==> config.mk <==
export PLATFORM = sky130hd
export DESIGN_NAME = mul8_share_arbiter
export DESIGN_NICKNAME = d
export VERILOG_FILES = /design/src/rtl/mul8_pkg.sv /design/src/rtl/mul8_rr_pick.sv /design/src/rtl/multiplier_array_8bit.sv /design/src/rtl/mul8_share_arbiter.sv
export SDC_FILE = /design/constraint.sdc
export NUM_CORES = 1
export LEC_CHECK = 0
export ABC_AREA = 1
export CORE_UTILIZATION = 50
export CTS_CLUSTER_DIAMETER = 30
export CTS_CLUSTER_SIZE = 24
export DETAILED_ROUTE_END_ITERATION = 8
export GPL_ROUTABILITY_DRIVEN = 0
export PLACE_DENSITY = 0.85
export SLEW_MARGIN = 30
export SYNTH_ARGS = -nofsm -noshare
export SYNTH_HDL_FRONTEND = slang
export SYNTH_SLANG_ARGS = --single-unit
==> constraint.sdc <==
create_clock -name clk -period 6.2 [get_ports clk]
set_clock_uncertainty 0.2 [all_clocks]
set_input_delay 0.62 -clock clk [delete_from_list [all_inputs] [get_ports clk]]
set_output_delay 0.62 -clock clk [all_outputs]
set_load 0.05 [all_outputs]
==> src/rtl/mul8_pkg.sv <==
// mul8_pkg: shared types and widths for the shared 8x8 multiplier arbiter
package mul8_pkg;
    typedef enum logic [1:0] {IDLE, MUL, DONE} state_t;
    localparam int OPW = 8;
    localparam int PW  = 16;
    localparam int IDW = 3;
endpackage

==> src/rtl/mul8_rr_pick.sv <==
// mul8_rr_pick: combinational round-robin picker
//   valid in NREQ request vector, ptr in IDW highest-priority index,
//   grant out NREQ one-hot winner, idx out IDW winner index, any out 1 some request valid
module mul8_rr_pick
    import mul8_pkg::*;
#(
    parameter int NREQ = 4
) (
    input  logic [NREQ-1:0] valid,
    input  logic [IDW-1:0]  ptr,
    output logic [NREQ-1:0] grant,
    output logic [IDW-1:0]  idx,
    output logic            any
);
    int j;
    // Scan offsets from farthest to nearest so the requester at ptr is written last and wins.
    always_comb begin
        grant = '0;
        idx   = '0;
        any   = 1'b0;
        j     = 0;
        for (int k = NREQ - 1; k >= 0; k--) begin
            j = int'(ptr) + k;
            if (j >= NREQ) j = j - NREQ;
            if (valid[j]) begin
                grant    = '0;
                grant[j] = 1'b1;
                idx      = IDW'(j);
                any      = 1'b1;
            end
        end
    end
endmodule

==> src/rtl/multiplier_array_8bit.sv <==
// multiplier_array_8bit: combinational 8x8 unsigned array multiplier
//   XA in 8 multiplicand, Y in 8 multiplier, P out 16 product
module multiplier_array_8bit (
    input  logic [7:0]  XA,
    input  logic [7:0]  Y,
    output logic [15:0] P
);
    always_comb begin
        P = '0;
        for (int i = 0; i < 8; i++)
            P = P + (Y[i] ? ({8'b0, XA} << i) : 16'b0);
    end
endmodule

==> src/rtl/mul8_share_arbiter.sv <==
// mul8_share_arbiter: round-robin sharing of one 8x8 multiplier among NREQ requesters
//   clk/rst_n clock and async active-low reset
//   req_valid/req_ready/req_a/req_b  per-requester operand handshake (8 bits each)
//   resp_valid/resp_ready/resp_p/resp_id  registered product and owning requester
//   busy  high whenever an operation is in flight or awaiting pickup
module mul8_share_arbiter
    import mul8_pkg::*;
#(
    parameter int NREQ       = 4,
    parameter int SETTLE_CYC = 2
) (
    input  logic                clk,
    input  logic                rst_n,
    input  logic [NREQ-1:0]     req_valid,
    output logic [NREQ-1:0]     req_ready,
    input  logic [OPW*NREQ-1:0] req_a,
    input  logic [OPW*NREQ-1:0] req_b,
    output logic                resp_valid,
    input  logic                resp_ready,
    output logic [PW-1:0]       resp_p,
    output logic [IDW-1:0]      resp_id,
    output logic                busy
);
    localparam int CW = SETTLE_CYC > 1 ? $clog2(SETTLE_CYC) : 1;

    if (SETTLE_CYC < 1 || NREQ < 2 || NREQ > 8) begin : g_param_check
        $error("mul8_share_arbiter: SETTLE_CYC must be >=1 and NREQ in 2..8");
    end

    state_t          state_q, state_d;
    logic [CW-1:0]   cnt_q, cnt_d;
    logic [IDW-1:0]  ptr_q, ptr_d, id_q, id_d, rid_q, rid_d;
    logic [OPW-1:0]  a_q, a_d, b_q, b_d;
    logic [PW-1:0]   p_q, p_d, prod;
    logic            rv_q, rv_d;
    logic [NREQ-1:0] grant;
    logic [IDW-1:0]  gidx;
    logic            gany;

    mul8_rr_pick #(.NREQ(NREQ)) u_pick (
        .valid (req_valid),
        .ptr   (ptr_q),
        .grant (grant),
        .idx   (gidx),
        .any   (gany)
    );

    multiplier_array_8bit u_mul (
        .XA (a_q),
        .Y  (b_q),
        .P  (prod)
    );

    always_ff @(posedge clk or negedge rst_n) begin
        if (!rst_n) begin
            state_q <= IDLE;
            cnt_q   <= '0;
            ptr_q   <= '0;
            id_q    <= '0;
            rid_q   <= '0;
            a_q     <= '0;
            b_q     <= '0;
            p_q     <= '0;
            rv_q    <= 1'b0;
        end else begin
            state_q <= state_d;
            cnt_q   <= cnt_d;
            ptr_q   <= ptr_d;
            id_q    <= id_d;
            rid_q   <= rid_d;
            a_q     <= a_d;
            b_q     <= b_d;
            p_q     <= p_d;
            rv_q    <= rv_d;
        end
    end

    always_comb begin
        state_d = state_q;
        cnt_d   = cnt_q;
        ptr_d   = ptr_q;
        id_d    = id_q;
        rid_d   = rid_q;
        a_d     = a_q;
        b_d     = b_q;
        p_d     = p_q;
        rv_d    = rv_q;
        case (state_q)
            IDLE: if (gany) begin
                a_d     = req_a[int'(gidx)*OPW +: OPW];
                b_d     = req_b[int'(gidx)*OPW +: OPW];
                id_d    = gidx;
                ptr_d   = (int'(gidx) == NREQ - 1) ? '0 : gidx + IDW'(1);
                cnt_d   = CW'(SETTLE_CYC - 1);
                state_d = MUL;
            end
            MUL: if (cnt_q == '0) begin
                p_d     = prod;
                rid_d   = id_q;
                rv_d    = 1'b1;
                state_d = DONE;
            end else begin
                cnt_d = cnt_q - CW'(1);
            end
            DONE: if (resp_ready) begin
                rv_d    = 1'b0;
                state_d = IDLE;
            end
            default: state_d = IDLE;
        endcase
    end

    always_comb begin
        req_ready  = (state_q == IDLE) ? grant : '0;
        busy       = state_q != IDLE;
        resp_valid = rv_q;
        resp_p     = p_q;
        resp_id    = rid_q;
    end
endmodule
## Word-level counts from Yosys, hierarchy flattened

Cells that the tools add are included.
Widths: inputs -> output; s select.

| operators by class | value |
|---|---|
| add/sub/neg operators | 16 |
| multiply operators | 0 |
| div/mod/pow operators | 0 |
| magnitude comparators | 12 |
| eq/ne operators | 6 |
| shift-type cells | 2 |
| multiplexer cells | 56 |
| bitwise operators | 1 |
| reduce and logical (&&, ||, !) cells | 13 |

Operators by type and width:

| cell | count |
|---|---|
| $ge 32x1->1 const B | 4 |
| $lt 32x4->1 const B | 4 |
| $mux 32 | 4 |
| $ge 32x4->1 const B | 3 |
| $sub 32x4->32 const B | 3 |
| $add 16x16->16 | 5 |
| $shiftx 32x7->8 | 2 |
| $mux 1 | 20 |
| $mux 4 | 5 |
| $add 16x14->16 | 1 |
| $add 16x15->16 | 1 |
| $mux 15 | 1 |
| $mux 3 | 5 |
| $mux 14 | 1 |
| $mux 13 | 1 |
| $mux 12 | 1 |
| $mux 11 | 1 |
| $mux 10 | 1 |
| $mux 9 | 1 |
| $add 3x2->4 const B | 2 |
| $bmux 1 s2 | 4 |
| $demux 1 s2 | 4 |
| $mux 8 | 1 |
| $mux 2 | 3 |
| 17 further kinds | 28 |

| word-level totals | value |
|---|---|
| register bits | 45 |
| bits in latches | 0 |
| bits in writable memories | 0 |
| bits in read-only memories | 0 |
| output and inout bits | 25 |
| logic and storage cells | 115 |
| memories kept | 0 |

## Depth between registers and ports, before layout

| depth | value |
|---|---|
| depth after elaboration | 12 |
| depth in mapped cells | 19 |
| depth with buffers taken out | 18 |

## Modules after synthesis

From an unflattened synthesis, not the netlist that was laid out.

| second synthesis, totals | value |
|---|---|
| cells, all modules | 759 |
| area total of the unflattened synthesis | 5170.0 um^2 |

Modules (own cells, without submodules):

| module | times used | cells each | area each (um^2) | seq. area each (um^2) |
|---|---|---|---|---|
| mul8_share_arbiter | 1 | 310 | 2269.7 | 1126.1 |
| multiplier_array_8bit | 1 | 320 | 2152.1 | 0.0 |
| mul8_rr_pick | 1 | 129 | 748.2 | 0.0 |

## Least setup slack after synthesis

No wires, ideal clock.

| timing path | value |
|---|---|
| kind | register -> register |
| from | reg b_q[7] |
| to | reg p_q[14] (netlist: resp_p[14]) |
| data arrival time | 3981 ps |
| required time | 5881 ps |
| slack | 1901 ps |
| stages on the path, launching flop included | 20 |
| buffers on the path | 1 |
| clock period less this slack | 4299 ps |
| path through | dfrtp_1 -> clkbuf_1 -> nand2_1 -> inv_1 -> fa_1 -> inv_1 -> fa_1 -> inv_1 -> fa_1 -> inv_1 -> fa_1 -> inv_1 -> ha_1 -> inv_1 -> o21bai_1 -> o21ai_0 -> nand3_1 -> or2_2 -> nand3_1 -> nand2_1 |

| on the way | value |
|---|---|
| longest elaborated chain between the ends | 2 |

RTL lines:

| what | RTL line | RTL |
|---|---|---|
| start: declaration | mul8_share_arbiter.sv:33 | `logic [OPW-1:0] a_q, a_d, b_q, b_d;` |
| start signal: assignment | mul8_share_arbiter.sv:62 | `b_q <= '0;` |
| start signal: assignment | mul8_share_arbiter.sv:72 | `b_q <= b_d;` |
| $mux 15 | multiplier_array_8bit.sv:11 | `P = P + (Y[i] ? ({8'b0, XA} << i) : 16'b0);` |
| $add 16x15->16 | multiplier_array_8bit.sv:11 |  |
| end signal: assignment | mul8_share_arbiter.sv:73 | `p_q <= p_d;` |
| end: declaration | mul8_share_arbiter.sv:34 | `logic [PW-1:0] p_q, p_d, prod;` |

Every way passes these cells.
A chain may end at the register's enable or synchronous reset.

## Worst setup path in the final report

| timing path | value |
|---|---|
| from | reg b_q[7] |
| to | reg p_q[15] (netlist: resp_p[15]) |

The elaborated chain is that of the path after synthesis.

==> run metrics <==
pins over their slew limit 0; Syn Inst Count 671; H-tree levels 2; largest area contributor in the netlist dfrtp_1; R2R Path End resp_p[15]; Slowest cell on crit path fa_1; setup TNS 0 ns; register-to-register setup slack roughly 1.7 ns; Worst Hold Class in -> async; Post-Place Cells 861; GR Util All Layers between 20% and 30%; first-pass GRT wire length 19700 um; DR vias 4524; # setup viols final 0; Area growth syn-to-layout 21.2%; mux contribution to synthesized area 0%; Root Driver clkbuf_8; Adder-Cell Fraction of Synth Area between 20% and 30%; Rel. slew slack 42.6%; die area between 10000 and 15000 um^2; Initial Util 52.1%; pin count of the biggest net entering global routing 46; cts bufs inserted 5; Worst-Skew Late Latency around 0.3 ns; largest cells by area after synthesis dfrtp_1 (23%), nand2_1 (16%), fa_1 (16%); Iteration-0 DRC Markers 402; Vias per Instance around 5.2; Synth Area in XOR/XNOR ~1.3%; library cells used by synthesis 35; wire per inst between 10 and 15 um; crit path launch type register; worst setup path category reg -> reg; R2R depth 18; Worst EP arrival 4.54 ns; flops & latches, synth 45; Die X about 100 um; Fmax roughly 0.22 GHz; non-filler cells, final 869; Hold-fix buffers, CTS 0; post_cts resized 0; standard-cell rows 35; Net count, final about 890; largest family of logic cells by synthesized area simple AND/OR/NAND/NOR gates; crit-path max FO 9; CTS tree built; antenna violations before repair 0; status completed; Detail Route Antenna Nets 0; # Post-CTS Setup Buffers 0; Simple-Gate Fraction of Synth Area 30.7%; Sink Count 45; max incr delay on CP 0.54 ns; maxcap violations 0; core area between 9000 and 10000 um^2; DRC 0; Mapped Area between 4000 and 5000 um^2; layout cells sized above 1 under 10%; Critical Path RT a little over 6 ns; critical path, cell by cell nand2_1 > inv_1 > fa_1 > inv_1 > fa_1 > inv_1 > fa_1 > inv_1 > fa_1 > inv_1 > ha_1 > nand2_1 > o21ai_0 > nand2_1 > o2111ai_1 > or2_2 > nand3_1 > nand2_1; vias in the first global route about 4400; DRT Pass-1 Iters 5; Final Critical Period 4.54 ns; Max Root-Sink Buffers 2; IO Port Bufs 95; Worst R2R Start b_q[7]; Synth Area in Compound Gates roughly 6.7%; Post-Syn Nets 819; sequential fraction of the synthesis area 23.3%; # diodes 0; Synth top area share 23.3%; Mapped Avg Cell Area between 7 and 8 um^2; Die Y between 100 and 150 um; Period Utilization, post-route 73.3%; Post-DP HPWL between 9000 and 10000 um; Syn. warnings 0; Post-Route WL 11200 um; most used cell, CP inv_1; Clock transition at path regs ~0.1 ns; post-layout util 63.1%; total congestion overflow 0; RSZ-0062 raised after global routing false; Worst setup EP type register; worst-margin pin slew between 0.8 and 0.9 ns; final number of hold-violating endpoints 0; Ports 96
[registers in the layout (all words and copies together) (netlist names)]
signal,flops
resp_valid,1
state_q,2
resp_id,3
id_q,3
a_q,8
cnt_q,1
b_q,8
resp_p,16
ptr_q,3
[cell type report]
type	instances	area, um^2
fill	814	3420
multi-input combinational	484	3120
sequential	45	1130
timing repair buffer	95	948
inverter	108	408
tap	129	161
clock buffer	5	68.8
clock inverter	3	28.8
[worst max-delay path, delay by kind of cell (launching register included)]
family / cells / cell delay [ns]
simple gates: 6 / 0.78
fa+ha+maj: 5 / 2.43
buf+inv: 5 / 0.27
compound gates: 2 / 0.27
flops: 1 / 0.48
[routing by layer]
metal | GRT usage [%] | share of wire, % | vias up
met5 | 0 | 0 | -
met3 | 2.79 | 6.3 | 16
met4 | 5.35 | 1.2 | 0
met2 | 41.4 | 48 | 205
li1 | - | - | 2220
met1 | 32.1 | 44 | 2083
[per-stage QoR]
step | hold slack (ns) | instance area [um^2] | worst slack [ns]
after global routing | 0.132 | 5860 | 1.38
after floorplan | 0.124 | 4840 | 1.90
after global placement | 0.254 | 5760 | 1.86
final | 0.0951 | 5860 | 1.66
after CTS | 0.283 | 5860 | 1.69
after detailed placement | 0.267 | 5760 | 1.72
[cells in the final DEF (no fill, tap or decap), types with 8 or more instances in the layout]
master and count:
nor2_1 11, nand2_2 8, nand3_1 100, ha_1 39, fa_1 38, dfrtp_1 45, o21ai_0 30, nand2_1 209
a21oi_1 18, clkdlybuf4s50_1 94, inv_1 102
[cells by family (layout without fill, tap and decap cells)]
family / Yosys count / in the layout
AO/OA/AOI/OAI: 59 / 59
XOR/XNOR: 7 / 7
adder cells (fa/ha/maj): 77 / 77
buffers and inverters: 142 / 211
flip-flops: 45 / 45
AND/OR/NAND/NOR: 341 / 341
[synth_stat cells, drive strengths merged]
library cell  number
a21o               2
a21oi             18
a31oi              1
buf               15
clkbuf            19
clkinv             1
dfrtp             45
fa                38
ha                39
inv              107
nand2            220
nand3            101
nand4              1
nor2              15
nor3               1
o2111ai            1
o21a               1
o21ai             34
o21bai             1
o31ai              1
or2                3
xnor2              2
xor2               5
[worst max path at each step]
| stage | startpoint | endpoint | slack (ns) |
|---|---|---|---|
| floorplan | b_q[7] | resp_p[14] | 1.90 |
| global placement | b_q[7] | resp_p[14] | 1.86 |
| detailed placement | b_q[7] | resp_p[15] | 1.72 |
| CTS | b_q[7] | resp_p[15] | 1.69 |
| global route | b_q[7] | resp_p[15] | 1.38 |
| finish | b_q[7] | resp_p[15] | 1.66 |
Power is left out: the tool's default activity adds up to more than one toggle a clock period on the data nets, which glitch-free logic cannot reach.
